File: config.mk
export PLATFORM = sky130hd
export DESIGN_NAME = negedge_regfile_sb
export DESIGN_NICKNAME = d
export VERILOG_FILES = /design/src/rtl/negedge_regfile_pkg.sv /design/src/rtl/negedge_reg_entry.sv /design/src/rtl/negedge_regfile_sb.sv
export SDC_FILE = /design/constraint.sdc
export NUM_CORES = 1
export LEC_CHECK = 0
export CORE_MARGIN = 2
export CORE_UTILIZATION = 63
export CTS_CLUSTER_DIAMETER = 200
export DETAILED_ROUTE_END_ITERATION = 10
export PLACE_DENSITY = 0.86
export SYNTH_ARGS = -nofsm -noshare
export SYNTH_HDL_FRONTEND = slang
export SYNTH_SLANG_ARGS = --single-unit
File: constraint.sdc
create_clock -name clk -period 6.42 [get_ports clk]
set_input_delay 1.605 -clock clk [delete_from_list [all_inputs] [get_ports clk]]
set_output_delay 1.605 -clock clk [all_outputs]
set_load 0.005 [all_outputs]
File: src/rtl/negedge_regfile_pkg.sv
// rtl/negedge_regfile_pkg.sv - shared constants and types for the negedge register file
package negedge_regfile_pkg;

  // Largest supported entry count; bounds the pending vector type.
  localparam int MAX_DEPTH = 32;

  // When reserve and clear hit one entry on the same edge, the new producer wins.
  localparam bit RSV_OVER_CLR = 1'b1;

  // Pending vector sized for the largest configuration.
  typedef logic [MAX_DEPTH-1:0] pend_vec_t;

  // Index width for a given entry count.
  function automatic int addr_w(input int depth);
    return $clog2(depth);
  endfunction

endpackage

File: src/rtl/negedge_reg_entry.sv
// rtl/negedge_reg_entry.sv - one data register plus scoreboard pending flop, falling-edge clocked
module negedge_reg_entry
  import negedge_regfile_pkg::*;
#(
  parameter int WIDTH = 16
) (
  input  logic             clk,
  input  logic             rst_n,
  input  logic             load,
  input  logic [WIDTH-1:0] din,
  input  logic             set,
  input  logic             clr,
  output logic [WIDTH-1:0] dout,
  output logic             pend,
  output logic             pend_nxt
);

  logic [WIDTH-1:0] data_q, data_d;
  logic             pend_q, pend_d;

  // Next data and pending state; a same-edge set and clear resolves to the reserve.
  always_comb begin
    data_d = data_q;
    pend_d = pend_q;
    if (load) data_d = din;
    if (set && clr) pend_d = RSV_OVER_CLR;
    else if (set)   pend_d = 1'b1;
    else if (clr)   pend_d = 1'b0;
  end

  // Capture on the falling edge so same-cycle posedge consumers see the new state.
  always_ff @(negedge clk) begin
    if (!rst_n) begin
      data_q <= '0;
      pend_q <= 1'b0;
    end else begin
      data_q <= data_d;
      pend_q <= pend_d;
    end
  end

  assign dout     = data_q;
  assign pend     = pend_q;
  assign pend_nxt = pend_d;

endmodule

File: src/rtl/negedge_regfile_sb.sv
// rtl/negedge_regfile_sb.sv - negedge register file with per-entry hazard scoreboard
module negedge_regfile_sb
  import negedge_regfile_pkg::*;
#(
  parameter int WIDTH    = 16,
  parameter int DEPTH    = 8,
  parameter int NUM_RD   = 2,
  parameter bit ZERO_REG = 1'b0
) (
  input  logic                             clk,
  input  logic                             rst_n,
  input  logic                             we,
  input  logic [addr_w(DEPTH)-1:0]         waddr,
  input  logic [WIDTH-1:0]                 wdata,
  input  logic                             wclr,
  input  logic                             rsv,
  input  logic [addr_w(DEPTH)-1:0]         rsv_addr,
  input  logic [NUM_RD*addr_w(DEPTH)-1:0]  raddr,
  output logic [NUM_RD*WIDTH-1:0]          rdata,
  output logic [NUM_RD-1:0]                rpend,
  output logic                             any_pend,
  output logic [addr_w(DEPTH):0]           pend_cnt
);

  localparam int AW = addr_w(DEPTH);
  localparam int CW = AW + 1;

  logic [WIDTH-1:0] data_arr [DEPTH];
  logic [DEPTH-1:0] pend_vec;
  logic [DEPTH-1:0] pend_next;
  logic [CW-1:0]    pend_cnt_q, pend_cnt_d;

  genvar gi;
  generate
    for (gi = 0; gi < DEPTH; gi++) begin : g_entry
      localparam logic [AW-1:0] IDX = AW'(gi);
      if (ZERO_REG && gi == 0) begin : g_zero
        // Hardwired zero entry: no storage, never pends.
        assign data_arr[gi]  = '0;
        assign pend_vec[gi]  = 1'b0;
        assign pend_next[gi] = 1'b0;
      end else begin : g_reg
        negedge_reg_entry #(.WIDTH(WIDTH)) u_entry (
          .clk      (clk),
          .rst_n    (rst_n),
          .load     (we && (waddr == IDX)),
          .din      (wdata),
          .set      (rsv && (rsv_addr == IDX)),
          .clr      (we && wclr && (waddr == IDX)),
          .dout     (data_arr[gi]),
          .pend     (pend_vec[gi]),
          .pend_nxt (pend_next[gi])
        );
      end
    end
  endgenerate

  // Independent combinational read ports straight from stored state.
  always_comb begin
    rdata = '0;
    rpend = '0;
    for (int p = 0; p < NUM_RD; p++) begin
      rdata[p*WIDTH +: WIDTH] = data_arr[raddr[p*AW +: AW]];
      rpend[p]                = pend_vec[raddr[p*AW +: AW]];
    end
  end

  // Population count of the pending vector as it will be after this edge.
  always_comb begin
    pend_cnt_d = '0;
    for (int i = 0; i < DEPTH; i++) begin
      pend_cnt_d = pend_cnt_d + CW'(pend_next[i]);
    end
  end

  // Registered count tracks the pending vector edge for edge.
  always_ff @(negedge clk) begin
    if (!rst_n) pend_cnt_q <= '0;
    else        pend_cnt_q <= pend_cnt_d;
  end

  assign any_pend = |pend_vec;
  assign pend_cnt = pend_cnt_q;

endmodule

[Yosys cells after proc, flatten, opt, wreduce, memory -nomap -nowiden]
Cells that the tools add are included.
Word-level totals
  register bits: 140
  input port bits: 33
  output and inout port bits: 39
  logic and storage cells: 114
Cells by class
  add/sub/neg operators: 7
  $lt $le $gt $ge: 4
  equal/unequal tests: 14
  muxes and demuxes: 34
  bitwise operators: 2
  reduce and logical (&&, ||, !) cells: 36
Operator list (number)
  $bmux 16 s3: 2
  $mux 16: 4
  $logic_and 1x1->1: 33
  $mux 1: 26
  $eq 3x3->1 const B: 8
  $add 4x1->4: 4
  $eq 3x2->1 const B: 4
  $ge 4x4->1 const B: 2
  $lt 3x4->1 const B: 2
  $not 3->4: 2
  $reduce_or 8->1: 1
  $bmux 1 s3: 2
  $eq 3x1->1 const B: 2
  $logic_not 3->1: 2
  $add 3x1->4: 1
  $add 2x1->3: 1
  $add 1x1->2: 1

[Depth between registers and ports, before layout]
  depth after elaboration: 12
  gate-level depth with buffers: 14
  depth with buffers taken out: 12

[Modules after synthesis]
Synthesis repeated with hierarchy kept, for this count alone.
Unflattened totals
  cell total of the unflattened synthesis: 638
  area, all modules: 7965.1 um^2
Modules (own cells, without submodules)
  negedge_reg_entry: times used 8, cells an instance 56, area each 659.4 um^2, seq. area each 340.3 um^2
  negedge_regfile_sb: times used 1, cells an instance 190, area each 2690.1 um^2, seq. area each 80.1 um^2

==> flow_summary.json <==
{
  "outcome": "finished, violations left",
  "violations": "setup timing",
  "clock_latency_ns": 0.48,
  "nNetsFinal": 1049,
  "fin_ws_ns": -1.14,
  "drc": 0,
  "cp.arrival_ns": 4.70,
  "met2_length_um": 13400,
  "crit_required_ns": 3.56,
  "viasPerCell": 6.61,
  "hold_depth": 2,
  "synth_fp_nets": 831,
  "grt_pass1_vias": 8534,
  "stdcell_count": 1192,
  "antenna_found_initial": 0,
  "vias": 7874,
  "synth_cell_types": 39,
  "clkTransAtPathRegs_ns": 0.05,
  "route.met3.wl_um": 3220,
  "synth_seq_cells": 140,
  "synth_flop_cell": "dfxtp_1",
  "p_total_uw": 2670,
  "crit_path_start_kind": "input pin",
  "clock_skew_ns": 0.0253,
  "power_density_nw_per_um2": 260,
  "cts_buffer_depth": 2,
  "cp_max_fo": 4,
  "grt_max_degree": 129,
  "start_util": 0.640,
  "crit_family": "adder cells",
  "postSynthCellCount": 791,
  "hp-class": "flop to flop",
  "seq_area_um2": 2880,
  "ir_drop_mv": 0.187,
  "syn_avg_cell_area_um2": 10.1,
  "final_util": 0.820,
  "final_common_cell": "nand2_1",
  "worstSetupEndpointType": "flop",
  "cts_tree": "yes",
  "comb_power_share": 0.128,
  "reg2reg_depth": 12,
  "synth_area_leader_cell": "dfxtp_1",
  "track_usage": 0.413,
  "gr-total-overflow": 0,
  "cp_slowest_cell": "fa_1",
  "area_delta_synth_final_pct": 28.2,
  "die_h_um": 117,
  "timing.slew.headroom": 0.524,
  "timing.final.max_slew_violations": 0,
  "dp.cells": 999,
  "port_buffers": 71,
  "p_seq_frac": 0.345,
  "cp_common_cell": "fa_1",
  "ios": 72,
  "dieArea_um2": 13600,
  "ant_nets": 0,
  "setup_violations": 38,
  "finalSetupTns_ns": -6.43,
  "grt_pass1_wl_um": 42100,
  "max_stage_delay_ns": 0.57,
  "place.gp.congestion": 0.955,
  "holdWs_ns": 0.465,
  "clock-sinks": 140,
  "p_int_uw": 1770,
  "p_leak_uw": 0.00436,
  "yosysWarnings": 0,
  "dp_hpwl_um": 13600,
  "critical_path_class": "input pin to flop",
  "finalHoldViolations": 0,
  "synth_area_leaders": "dfxtp_1 35%, mux4_1 15%, nand2_1 12%",
  "synth_top_area_share": 0.350,
  "worst-path-stages": 12,
  "clkPwrFrac": 0.527,
  "clock-root-buffer": "clkbuf_16",
  "wl_um": 27600,
  "drt_iter0_drc": 968,
  "multi_input_area_um2": 4670,
  "async_reset_ff_frac": 0,
  "antennaDiodeCount": 0,
  "firstDrtPassIters": 8,
  "core-area_um2": 12500,
  "routed.top_layer": "met4",
  "worst_pin_slew_ns": 0.715,
  "synth_area_um2": 8010,
  "crit_path_cell_trace": "buf_6 > nand3b_1 > a211oi_2 > fa_1 > fa_1 > fa_1 > inv_2 > ha_4 > inv_2 > fa_2 > xnor2_1 > and2_1",
  "yosysSeqAreaShare": 0.350,
  "fp-row-count": 41,
  "wire_per_inst_um": 23.1,
  "worst-path-buf-inv": 3,
  "rsz0062_at_grt": "yes",
  "switchingPower_uw": 906,
  "drive_gt1_frac": 0.331,
  "wl_met1_um": 8920,
  "die_x_um": 117,
  "h-tree-depth": 4,
  "synth-edff-count": 0,
  "final_cell_mix": "260 x nand2_1, 145 x inv_1, 106 x a21boi_0",
  "fillers": 663,
  "cts_buffers": 17,
  "switching_share": 0.339,
  "drv_cap": 0
}
## worst min-delay path: stages, from the launching register on
cell and delay [ns]:
dfxtp_2 0.32, nand2_1 0.05, a21boi_1 0.05
## timing repair
action                     in CTS  in global routing
setup endpoints to repair      39                 39
buffers inserted               17                  7
pin swaps                      11                  8
hold buffers                    0                  0
gates resized for setup       341                 22
cloned                          0                  0
hold endpoints to repair        0                  0
## power by group through the flow
stage,logic (µW),clock network [µW],registers [µW]
detailed placement,289,133,930
CTS,319,1380,920
global route,362,1480,922
global placement,278,133,926
floorplan,186,133,925
finish,343,1410,922
## synthesized netlist by cell type, types with 2 or more instances
cell,n
nand4bb_1,3
o21a_1,2
mux4_1,46
a21boi_1,26
nand2_1,260
nand2b_1,2
and4bb_2,2
nand3b_1,2
a21boi_0,106
and4_1,2
o21ai_0,3
nand4b_2,2
clkbuf_1,17
nor2b_1,9
nor4_1,2
buf_1,2
nand3_1,2
inv_1,7
clkbuf_2,7
fa_1,4
dfxtp_1,140
a211oi_1,5
buf_6,14
ha_1,3
and4b_1,5
and2_1,5
buf_4,22
nor4bb_1,2
mux4_2,22
nand4_1,2
mux2_2,34
buf_2,24
## cells by family after synthesis
| logic type | share of synthesized area |
|---|---|
| simple gates | 0.169 |
| compound gates | 0.133 |
| flops | 0.350 |
| mux | 0.260 |
| buf+inv | 0.0718 |
| fa+ha+maj | 0.0147 |
| xor+xnor | 0.00109 |
## sequential cells by signal (all words and copies together), names as in the netlist
signal                      count
g_entry.g_reg.u_entry.pend      8
pend_cnt                        4
g_entry.g_reg.u_entry.dout    128
## metal layers
layer,vias to the layer above,track usage
met1,3711,0.438
met4,0,0.322
li1,3203,-
met5,-,0
met3,244,0.157
met2,716,0.666
## area by class of cell
type / instances / share of cell area
Clock inverter: 153 / 0.0646
Inverter: 6 / 0.00219
Sequential cell: 140 / 0.281
Timing Repair Buffer: 146 / 0.136
Clock buffer: 17 / 0.0414
Multi-Input combinational cell: 558 / 0.454
Tap cell: 172 / 0.0210
## per-stage QoR
step	instance area, µm²	setup WS [ns]
5_1_grt	10300	-1.23
6_report	10300	-1.14
2_1_floorplan	8050	-1.52
3_3_place_gp	8910	-1.84
4_1_cts	10200	-1.08
3_5_place_dp	8910	-1.93
## worst paths after layout
check	end	start	slack, ns
max	pend_cnt[2]	waddr[2]	-1.14
min	g_entry[0].g_reg.u_entry.dout[0]	g_entry[0].g_reg.u_entry.dout[0]	0.46
max reg2reg	pend_cnt[2]	g_entry[3].g_reg.u_entry.pend	2.91
min reg2reg	g_entry[0].g_reg.u_entry.dout[0]	g_entry[0].g_reg.u_entry.dout[0]	0.46
No activity file was read; power rests on OpenSTA's default activity.
